==> config.mk <==
export PLATFORM = sky130hd
export DESIGN_NAME = gpr_ctx_engine
export DESIGN_NICKNAME = d
export VERILOG_FILES = /design/src/rtl/gpr_ctx_engine.sv
export SDC_FILE = /design/constraint.sdc
export NUM_CORES = 1
export LEC_CHECK = 0
export ABC_AREA = 1
export ABC_CLOCK_PERIOD_IN_PS = 2700
export CAP_MARGIN = 20
export CORE_ASPECT_RATIO = 0.5
export CORE_UTILIZATION = 46
export DETAILED_ROUTE_END_ITERATION = 8
export PLACE_DENSITY = 0.85
export SYNTH_ARGS = -nofsm -noshare
export SYNTH_HDL_FRONTEND = slang
export SYNTH_SLANG_ARGS = --single-unit
==> constraint.sdc <==
create_clock -name clk -period 2.7 [get_ports clk]
set_clock_uncertainty 0.2 [all_clocks]
set_input_delay 0.27 -clock clk [delete_from_list [all_inputs] [get_ports clk]]
set_output_delay 0.27 -clock clk [all_outputs]
set_load 0.005 [all_outputs]
==> src/rtl/gpr_ctx_engine.sv <==
// Purpose: GPR context save/restore engine; streams GPRs 0..NUM_REGS-1 to/from a contiguous memory block.
// Latency: save = NUM_REGS busy cycles, restore = 2*NUM_REGS busy cycles (no wait states); done pulses the cycle after.
// Backpressure: mem_ready=0 holds SAVE/RD with all outputs stable; requests arriving while busy are dropped.
module gpr_ctx_engine #(
  parameter int NUM_REGS = 8,
  parameter int DATA_W   = 8,
  parameter int REG_AW   = 3,
  parameter int MEM_AW   = 8
) (
  input  logic              clk,
  input  logic              rst,
  input  logic              save_req,
  input  logic              restore_req,
  input  logic [MEM_AW-1:0] base_addr,
  output logic              busy,
  output logic              done,
  output logic [REG_AW-1:0] gpr_r_addr,
  input  logic [DATA_W-1:0] gpr_r_data,
  output logic              gpr_w_enable,
  output logic [REG_AW-1:0] gpr_w_addr,
  output logic [DATA_W-1:0] gpr_w_data,
  output logic              mem_req,
  output logic              mem_we,
  output logic [MEM_AW-1:0] mem_addr,
  output logic [DATA_W-1:0] mem_wdata,
  input  logic              mem_ready,
  input  logic [DATA_W-1:0] mem_rdata
);

  typedef enum logic [1:0] {
    IDLE = 2'd0,
    SAVE = 2'd1,
    RD   = 2'd2,
    WB   = 2'd3
  } state_t;

  localparam logic [REG_AW-1:0] LAST_IDX = REG_AW'(NUM_REGS - 1);

  state_t            state;
  logic [REG_AW-1:0] idx;
  logic [MEM_AW-1:0] base;
  logic [REG_AW-1:0] idx_nxt;
  logic [MEM_AW-1:0] addr_nxt;

  // Next register index and its memory slot; the slot address wraps modulo 2^MEM_AW.
  assign idx_nxt  = idx + REG_AW'(1);
  assign addr_nxt = base + MEM_AW'(idx_nxt);

  // The register file answers combinationally, so save data is forwarded straight through;
  // gating on mem_we keeps the bus at zero outside SAVE and while reset is held.
  assign mem_wdata = mem_we ? gpr_r_data : '0;

  // Single FSM with registered outputs: every output is computed together with the state it belongs to.
  always_ff @(posedge clk or posedge rst) begin
    if (rst) begin
      state        <= IDLE;
      idx          <= '0;
      base         <= '0;
      busy         <= 1'b0;
      done         <= 1'b0;
      gpr_r_addr   <= '0;
      gpr_w_enable <= 1'b0;
      gpr_w_addr   <= '0;
      gpr_w_data   <= '0;
      mem_req      <= 1'b0;
      mem_we       <= 1'b0;
      mem_addr     <= '0;
    end else begin
      // Pulses last one cycle unless re-raised below.
      done         <= 1'b0;
      gpr_w_enable <= 1'b0;
      case (state)
        IDLE: begin
          // Save wins when both requests arrive together.
          if (save_req) begin
            state      <= SAVE;
            base       <= base_addr;
            idx        <= '0;
            busy       <= 1'b1;
            mem_req    <= 1'b1;
            mem_we     <= 1'b1;
            gpr_r_addr <= '0;
            mem_addr   <= base_addr;
          end else if (restore_req) begin
            state      <= RD;
            base       <= base_addr;
            idx        <= '0;
            busy       <= 1'b1;
            mem_req    <= 1'b1;
            mem_we     <= 1'b0;
            gpr_r_addr <= '0;
            mem_addr   <= base_addr;
          end
        end
        SAVE: begin
          if (mem_ready) begin
            if (idx == LAST_IDX) begin
              state      <= IDLE;
              idx        <= '0;
              busy       <= 1'b0;
              done       <= 1'b1;
              mem_req    <= 1'b0;
              mem_we     <= 1'b0;
              gpr_r_addr <= '0;
              mem_addr   <= '0;
            end else begin
              idx        <= idx_nxt;
              gpr_r_addr <= idx_nxt;
              mem_addr   <= addr_nxt;
            end
          end
        end
        RD: begin
          // Capture the returned word; the write strobe fires during WB only.
          if (mem_ready) begin
            state        <= WB;
            gpr_w_data   <= mem_rdata;
            gpr_w_addr   <= idx;
            gpr_w_enable <= 1'b1;
            mem_req      <= 1'b0;
          end
        end
        WB: begin
          if (idx == LAST_IDX) begin
            state    <= IDLE;
            idx      <= '0;
            busy     <= 1'b0;
            done     <= 1'b1;
            mem_addr <= '0;
          end else begin
            state    <= RD;
            idx      <= idx_nxt;
            mem_req  <= 1'b1;
            mem_addr <= addr_nxt;
          end
        end
        default: begin
          state   <= IDLE;
          busy    <= 1'b0;
          mem_req <= 1'b0;
          mem_we  <= 1'b0;
        end
      endcase
    end
  end

endmodule

==> impl_metrics.json, run 1 <==
{
  "syn_area_um2": 2060,
  "grt_pass1_vias": 1879,
  "layout.cells.non_filler": 375,
  "synth_warnings": 0,
  "finalInstanceArea_um2": 2840,
  "final_nets": 360,
  "leakage_nw": 1.39,
  "cts_hold_buf": 0,
  "drcViolationCount": 0,
  "dieArea_um2": 4770,
  "finalHoldViolCount": 0,
  "antenna_found_initial": 0,
  "initial_core_util": 0.502,
  "core_um2": 4100,
  "clock-sinks": 40,
  "synth_top_cell_by_area": "dfrtp_1",
  "slew_violations": 0,
  "worst-slew-pin-transition_ns": 0.491,
  "die_y_um": 49.3,
  "synth-edff-count": 0,
  "final_cell_mix": "71 x nand2_1, 63 x clkdlybuf4s50_1, 40 x dfrtp_1",
  "ys_top_cells_by_area": "dfrtp_1 49%, nand2_1 13%, ha_1 6.1%, inv_1 5.8%, a21oi_1 4.6%",
  "routedWlPerCell_um": 13.7,
  "crit_family": "adder cells",
  "area_growth_pct": 37.9,
  "cts_setup_buffers": 0,
  "peakVddDrop_v": 0.000535,
  "ys.flop_type": "dfrtp_1",
  "critical_path_class": "flop to flop",
  "vias": 1922,
  "synth_async_sr_flop_share": 1.00,
  "die_width_um": 96.7,
  "clk_latency_ns": 0.30,
  "viasPerCell": 5.13,
  "layout_commonest_cell": "nand2_1",
  "cts-root-buf": "clkbuf_8",
  "worst_setup_path_end_kind": "flop",
  "critical_path.max_stage_delay_ns": 0.39,
  "port_buffers": 63,
  "maxSlewHeadroom": 0.673,
  "rsz0062_at_grt": "false",
  "cts_tree": "done",
  "finalCritPeriodShare": 0.810,
  "tns_ns": 0,
  "grt_pass1_wl_mm": 8.57,
  "ios": 64,
  "numCtsBuffers": 5,
  "overflow": 0,
  "gp_congestion": 0.871,
  "totalWireLength_mm": 5.12,
  "drt_first_pass_iters": 5,
  "cts-resized-gates": 0,
  "placed_cell_area_um2": 2740,
  "cts_buffer_depth": 2,
  "grt_max_degree": 41,
  "synth.avg_cell_area_um2": 8.15,
  "htree_levels": 2,
  "cp.required_ns": 2.72,
  "start_kind": "flop",
  "ys_types": 26,
  "postRouteAntennaNets": 0,
  "min_period_ns": 2.19,
  "cp_cell_sequence": "ha_1 -> ha_1 -> ha_1 -> inv_1 -> o21ai_2 -> nand2_1 -> nand2_1 -> nand2_1 -> a21oi_1",
  "layout-drive-gt1-share": 0.0654,
  "clkTransAtPathRegs_ns": 0.08,
  "track_usage": 0.229,
  "drtIter0Drc": 114,
  "power_density_nw_per_um2": 1150,
  "hp-class": "primary input to asynchronous set/reset pin",
  "status": "completed",
  "synth_top_area_frac": 0.485,
  "num_rows": 16,
  "syn_nets": 293,
  "diodes": 0,
  "ys_ff_latch": 40,
  "crit_fanout": 4,
  "dp.cells": 367,
  "cpMaxStageDelayCell": "dfrtp_1",
  "synthCells": 253,
  "cap_violations": 0,
  "setup_ws_ns": 0.513,
  "yosysSeqAreaShare": 0.485,
  "arrival_ns": 2.21,
  "place_hpwl_mm": 3.77,
  "fmax_mhz": 457,
  "dp_slack_ns": 0.560,
  "cp_num_buf_inv": 1,
  "setup_violations": 0
}
## per-layer routing
| metal | track usage | share of wire | up-vias |
|---|---|---|---|
| li1 | - | - | 939 |
| met1 | 0.284 | 0.45 | 880 |
| met2 | 0.383 | 0.46 | 82 |
| met3 | 0.0559 | 0.064 | 21 |
| met4 | 0.104 | 0.029 | 0 |
| met5 | 0 | 0 | - |
## cell usage after synthesis, types with 2 or more instances
cell / instances
inv_2: 2
dfrtp_1: 40
nand2_1: 71
a21oi_1: 19
nand3_1: 16
inv_1: 32
o21ai_1: 8
nor2_2: 3
ha_1: 10
nand4_1: 3
nor2_1: 17
buf_4: 2
o21ai_0: 14
buf_6: 2
o21ai_2: 2
mux2_2: 2
## area by class of cell
cell class              instances  area [µm²]
well taps                      54        67.6
inverters                      36         140
clock inverters                 2        35.0
fillers                       317        1260
repair buffers                 66         653
clock buffers                   6        72.6
multi-input cells             171         875
flip-flops and latches         40        1000
## path summary, 6_finish.rpt
path                       cells after the start            end  slack, ns           from
max                                            9    mem_addr[4]       0.51         idx[0]
min                                            3           busy       0.18            rst
max reg2reg                                    9    mem_addr[4]       0.51         idx[0]
min reg2reg                                    2  gpr_r_addr[2]       0.28  gpr_r_addr[2]
max in group asynchronous                      3        base[3]       1.78            rst
min in group clk                               2  gpr_r_addr[2]       0.28  gpr_r_addr[2]
## logic make-up (layout without fill, tap and decap cells)
family,after synthesis,in the layout,synth area share
and+or+nand+nor,111,111,0.220
AOI/OAI and AO/OA,46,46,0.118
buffers and inverters,42,110,0.0904
DFF,40,40,0.485
adders and majority gates,11,11,0.0704
muxes,2,2,0.0109
xor gates and xnor gates,1,1,0.00425
## where the power goes
part | internal (W) | switching, W
sequential | 0.000860 | 0.000179
combinational | 0.000789 | 0.000941
clock | 0.000274 | 0.000216
total | 0.00192 | 0.00134
## per-stage QoR
stage / hold slack (ns) / total power, W / util
6_report: 0.183 / 0.00326 / 0.693
4_1_cts: 0.203 / 0.00326 / 0.693
3_5_place_dp: 0.268 / 0.00274 / 0.667
3_3_place_gp: 0.263 / 0.00267 / 0.667
5_1_grt: 0.267 / 0.00352 / 0.693
2_1_floorplan: 0.180 / 0.00208 / -
## tightest hold or removal path, stage by stage
cell and delay, ns:
clkdlybuf4s50_1 0.39, inv_1 0.05, buf_4 0.42
## state kept, by name, indices dropped and copies added, names as in the netlist
signal and cells:
mem_addr 8, mem_we 1, state 2, base 8
mem_req 1, gpr_r_addr 3, done 1, gpr_w_addr 3
idx 3, busy 1, gpr_w_enable 1, gpr_w_data 8
(Power assumes the default switching activity.)
==> run 2, diff against run 1 <==
--- a/config.mk
+++ b/config.mk
@@ -6,12 +6,12 @@
 export NUM_CORES = 1
 export LEC_CHECK = 0
 export ABC_AREA = 1
-export ABC_CLOCK_PERIOD_IN_PS = 2700
+export ABC_CLOCK_PERIOD_IN_PS = 1920
 export CAP_MARGIN = 20
 export CORE_ASPECT_RATIO = 0.5
-export CORE_UTILIZATION = 46
+export CORE_UTILIZATION = 42
 export DETAILED_ROUTE_END_ITERATION = 8
-export PLACE_DENSITY = 0.85
+export PLACE_DENSITY = 0.82
 export SYNTH_ARGS = -nofsm -noshare
 export SYNTH_HDL_FRONTEND = slang
 export SYNTH_SLANG_ARGS = --single-unit
==> constraint.sdc (replaced) <==
create_clock -name clk -period 1.92 [get_ports clk]
set_clock_uncertainty 0.2 [all_clocks]
set_input_delay 0.192 -clock clk [delete_from_list [all_inputs] [get_ports clk]]
set_output_delay 0.192 -clock clk [all_outputs]
set_load 0.005 [all_outputs]
==> run 2 against run 1 <==
Against the previous run:
- the flow now finishes with violations (setup timing)
- sequential power up 40%
- combinational power rose by 68%
- global-route usage fell by 0.94 points
- flip-flop and latch count unchanged
- routed wire length up 7.1%
- power grew 52%
- clock power grew 18%
- critical path type unchanged
- critical endpoint is now mem_addr[2]
- largest power group unchanged
- highest routed layer unchanged
==> impl_metrics.json, run 2 (same netlist as run 1, synthesis figures left out) <==
{
  "setup_violations": 4,
  "final_nets": 372,
  "drtIter0Drc": 119,
  "ios": 64,
  "reg2reg_to": "mem_addr[2]",
  "critical_path_class": "flop to flop",
  "core_um2": 4550,
  "rsz0062_at_grt": "true",
  "whs_ns": 0.105,
  "cts-root-buf": "clkbuf_8",
  "port_buffers": 63,
  "numCtsBuffers": 5,
  "num_rows": 17,
  "reg2reg_slack_ns": -0.17,
  "dieArea_um2": 5210,
  "vias": 1985,
  "cp_cell_sequence": "inv_2 -> ha_2 -> inv_1 -> fa_2 -> xor2_1 -> nor2_1 -> a21oi_1 -> o21ai_0",
  "power_w": 0.00494,
  "cap_violations": 0,
  "hp-class": "primary input to asynchronous set/reset pin",
  "viasPerCell": 4.97,
  "totalWireLength_mm": 5.49,
  "finalInstanceArea_um2": 3030,
  "clkTransAtPathRegs_ns": 0.09,
  "globalRouteMet3Util": 0.0457,
  "track_usage": 0.219,
  "maxSlewHeadroom": 0.665,
  "die_y_um": 51.5,
  "reg_top3": "base: 8 flops, gpr_w_data: 8 flops, mem_addr: 8 flops",
  "power_density_nw_per_um2": 1630,
  "grt-busiest-layer": "met2",
  "place_hpwl_mm": 3.91,
  "gp_congestion": 0.894,
  "met1_usage": 0.282,
  "leakage_nw": 1.44,
  "final_cell_mix": "67 x nand2_1, 63 x clkdlybuf4s50_1, 39 x dfrtp_1",
  "arrival_ns": 2.06,
  "area_growth_pct": 47.1,
  "clock-sinks": 40,
  "placed_cell_area_um2": 2840,
  "startpoint": "idx[0]",
  "peakVddDrop_v": 0.000779,
  "cpMaxStageDelayCell": "dfrtp_1",
  "status": "finished, violations left",
  "violations": "setup timing",
  "worst-slew-pin-transition_ns": 0.502,
  "cts_buffer_depth": 2,
  "drt_first_pass_iters": 4,
  "layout-drive-gt1-share": 0.168,
  "grt_pass1_wl_mm": 8.60,
  "worstReg2RegStart": "idx[0]",
  "postRouteAntennaNets": 0,
  "tns_ns": -0.271,
  "antenna_found_initial": 0,
  "finalCritPeriodShare": 1.09,
  "slew_violations": 0,
  "fmax_mhz": 479,
  "critical_path.max_stage_delay_ns": 0.40,
  "htree_levels": 2,
  "use_met2": 0.375,
  "layout_commonest_cell": "nand2_1",
  "overflow": 0,
  "dp_slack_ns": -0.123,
  "worst_setup_path_end_kind": "flop",
  "drcViolationCount": 0,
  "crit_fanout": 3,
  "cts_tree": "done",
  "r2r_cells": 8,
  "cp_num_buf_inv": 2,
  "start_kind": "flop",
  "grt_pass1_vias": 1864,
  "grt_max_degree": 41,
  "die_width_um": 101,
  "diodes": 0,
  "cp.required_ns": 1.89,
  "min_period_ns": 2.09,
  "crit_family": "adder cells",
  "finalHoldViolCount": 0,
  "initial_core_util": 0.453,
  "setup_ws_ns": -0.169,
  "clk_latency_ns": 0.30,
  "routedWlPerCell_um": 13.7
}
[run 2: changes by cell type in the layout (fill, tap and decap cells not counted), sizes merged]
cell    delta
bufinv     -1
clkinv     +2
buf       +12
clkbuf     -1
[run 2: per-layer routing]
metal / vias up / share of wire
met3: 9 / 0.049
met5: - / 0
li1: 962 / -
met4: 0 / 0.010
met1: 957 / 0.46
met2: 57 / 0.48
[run 2: tightest hold or removal path, stage by stage]
cell and delay, ns:
clkdlybuf4s50_1 0.39, inv_1 0.05, buf_4 0.43
[run 2: power breakdown]
part / switching (W) / total (W) / internal, W
Sequential: 0.000248 / 0.00146 / 0.00121
Clock: 0.000324 / 0.000577 / 0.000254
Combinational: 0.00153 / 0.00291 / 0.00138
[run 2: final cells by class]
class	count	area, µm²
inverters	36	143
multi-input cells	171	975
clock buffers	5	68.8
flip-flops and latches	40	1000
fillers	371	1520
well taps	66	82.6
repair buffers	78	743
clock inverters	3	18.8
[run 2: worst max-delay path by stage]
stage                  end  cells past startpoint
4_1_cts        mem_addr[4]                      9
3_5_place_dp   mem_addr[4]                      9
3_3_place_gp   mem_addr[6]                      9
6_report       mem_addr[2]                      8
5_1_grt        mem_addr[2]                      8
2_1_floorplan  mem_addr[6]                      9
[run 2: timing repair]
action / in CTS / in global routing
hold buffers: 0 / 0
resized for setup: 9 / 14
setup endpoints to repair: 6 / 14
pin swaps: 6 / 10
buffers inserted: 1 / 1
[run 2: stage by stage]
step,std cells,utilization
2_1_floorplan,253,-
5_1_grt,399,0.666
4_1_cts,398,0.653
3_3_place_gp,389,0.624
3_5_place_dp,389,0.624
6_report,399,0.666
==> run 3, diff against run 2 <==
--- a/config.mk
+++ b/config.mk
@@ -9,9 +9,11 @@
 export ABC_CLOCK_PERIOD_IN_PS = 1920
 export CAP_MARGIN = 20
 export CORE_ASPECT_RATIO = 0.5
-export CORE_UTILIZATION = 42
+export CORE_UTILIZATION = 50
 export DETAILED_ROUTE_END_ITERATION = 8
-export PLACE_DENSITY = 0.82
+export DONT_BUFFER_PORTS = 1
+export GPL_ROUTABILITY_DRIVEN = 0
+export PLACE_DENSITY = 0.74
 export SYNTH_ARGS = -nofsm -noshare
 export SYNTH_HDL_FRONTEND = slang
 export SYNTH_SLANG_ARGS = --single-unit
==> run 3 against run 2 <==
Against the previous run:
- the run still ends with setup timing left
- clock power grew 18%
- utilization fell by 1.7 points
- fmax up 7.0%
- power decreased by 12%
- critical endpoint is now mem_addr[4]
- largest cell class unchanged
- largest power group unchanged
- highest routed layer unchanged
==> impl_metrics.json, run 3 (same netlist as run 1, synthesis figures left out) <==
{
  "status": "finished, violations left",
  "violations": "setup timing",
  "leakage_nw": 1.28,
  "reg_top3": "base: 8 flops, gpr_w_data: 8 flops, mem_addr: 8 flops",
  "dp_slack_ns": -0.121,
  "layout.cells.non_filler": 341,
  "tns_ns": -0.0613,
  "drcViolationCount": 0,
  "globalRouteMet3Util": 0.0651,
  "grt_max_degree": 41,
  "numCtsBuffers": 5,
  "rsz0062_at_grt": "true",
  "antenna_found_initial": 0,
  "slew_violations": 0,
  "port_buffers": 0,
  "clkTransAtPathRegs_ns": 0.08,
  "reg2reg_to": "mem_addr[4]",
  "die_y_um": 47.4,
  "reg2reg_slack_ns": -0.03,
  "drtIter0Drc": 106,
  "routedWlPerCell_um": 14.1,
  "vias": 1807,
  "critical_path_class": "flop to flop",
  "layout_commonest_cell": "nand2_1",
  "track_usage": 0.233,
  "critical_path.max_stage_delay_ns": 0.40,
  "drt_first_pass_iters": 4,
  "overflow": 0,
  "viasPerCell": 5.30,
  "grt-busiest-layer": "met2",
  "diodes": 0,
  "use_met2": 0.399,
  "grt_pass1_vias": 1664,
  "met1_usage": 0.299,
  "cts-root-buf": "clkbuf_8",
  "worst_setup_path_end_kind": "flop",
  "start_kind": "flop",
  "postRouteAntennaNets": 0,
  "finalCritPeriodShare": 1.02,
  "r2r_cells": 9,
  "clk_latency_ns": 0.29,
  "cts_tree": "done",
  "finalHoldViolCount": 0,
  "final_util": 0.649,
  "initial_core_util": 0.526,
  "cp_cell_sequence": "ha_2 -> ha_4 -> ha_4 -> inv_4 -> o21ai_4 -> nand2_1 -> nand2_1 -> nand2_2 -> a21oi_2",
  "htree_levels": 2,
  "peakVddDrop_v": 0.000925,
  "cp_num_buf_inv": 1,
  "cap_violations": 0,
  "cp.required_ns": 1.95,
  "setup_ws_ns": -0.0330,
  "whs_ns": 0.00135,
  "num_rows": 16,
  "area_growth_pct": 23.5,
  "core_um2": 3920,
  "maxSlewHeadroom": 0.656,
  "hp-class": "primary input to flop",
  "totalWireLength_mm": 4.81,
  "fmax_mhz": 512,
  "cts_buffer_depth": 2,
  "layout-drive-gt1-share": 0.150,
  "worst-slew-pin-transition_ns": 0.515,
  "min_period_ns": 1.95,
  "setup_violations": 3,
  "grt_pass1_wl_mm": 7.55,
  "clock-sinks": 40,
  "final_nets": 326,
  "dieArea_um2": 4400,
  "min_from": "mem_ready",
  "crit_family": "adder cells",
  "fill_cells": 334,
  "min_to": "gpr_w_addr[2]",
  "power_density_nw_per_um2": 1710,
  "cpMaxStageDelayCell": "dfrtp_1",
  "crit_fanout": 4,
  "ios": 64,
  "final_cell_mix": "70 x nand2_1, 40 x dfrtp_1, 31 x inv_1",
  "arrival_ns": 1.98,
  "worstReg2RegStart": "idx[0]",
  "die_width_um": 92.8,
  "dp.cells": 313,
  "hold_depth": 2,
  "place_hpwl_mm": 3.37
}
## run 3: final cells by class
cell class	instances	area (µm²)	share of cell area
Clock buffer	6	72.6	0.0285
Clock inverter	2	35.0	0.0138
Inverter	36	143	0.0560
Multi-Input combinational cell	171	940	0.369
Sequential cell	40	1000	0.393
Tap cell	54	67.6	0.0265
Timing Repair Buffer	32	288	0.113
## run 3: worst max path at each step
stage | end | slack, ns | start | cells past startpoint
detailed placement | mem_addr[6] | -0.12 | idx[0] | 9
floorplan | mem_addr[6] | 0.009 | idx[0] | 9
global route | mem_addr[4] | -0.10 | idx[0] | 9
CTS | mem_addr[4] | -0.009 | idx[0] | 9
global placement | mem_addr[6] | -0.03 | idx[0] | 9
finish | mem_addr[4] | -0.03 | idx[0] | 9
## run 3: power breakdown
group	leakage [nW]	total, W	switching (W)	internal (W)
Sequential	0.493	0.00150	0.000291	0.00121
Clock	0.0552	0.000682	0.000297	0.000386
Combinational	0.734	0.00216	0.00130	0.000858
Total	1.28	0.00434	0.00189	0.00245
## run 3: per-layer routing
metal  wire [µm]  up-vias
met2        2280       77
met4          47        0
met3         359        5
met1        2120      861
met5           0        -
li1            -      864
## run 3: what timing repair did
action	in CTS	in global routing
pin swaps	4	1
setup endpoints to repair	6	7
resized for setup	9	5
hold buffers	19	0
buffers inserted	1	0
endpoints found under the hold margin	69	0
## run 3: per-stage QoR
| step | area [µm²] | power [W] |
|---|---|---|
| floorplan | 2070 | 0.00294 |
| global placement | 2190 | 0.00338 |
| detailed placement | 2190 | 0.00345 |
| CTS | 2530 | 0.00426 |
| global route | 2550 | 0.00472 |
| finish | 2550 | 0.00434 |
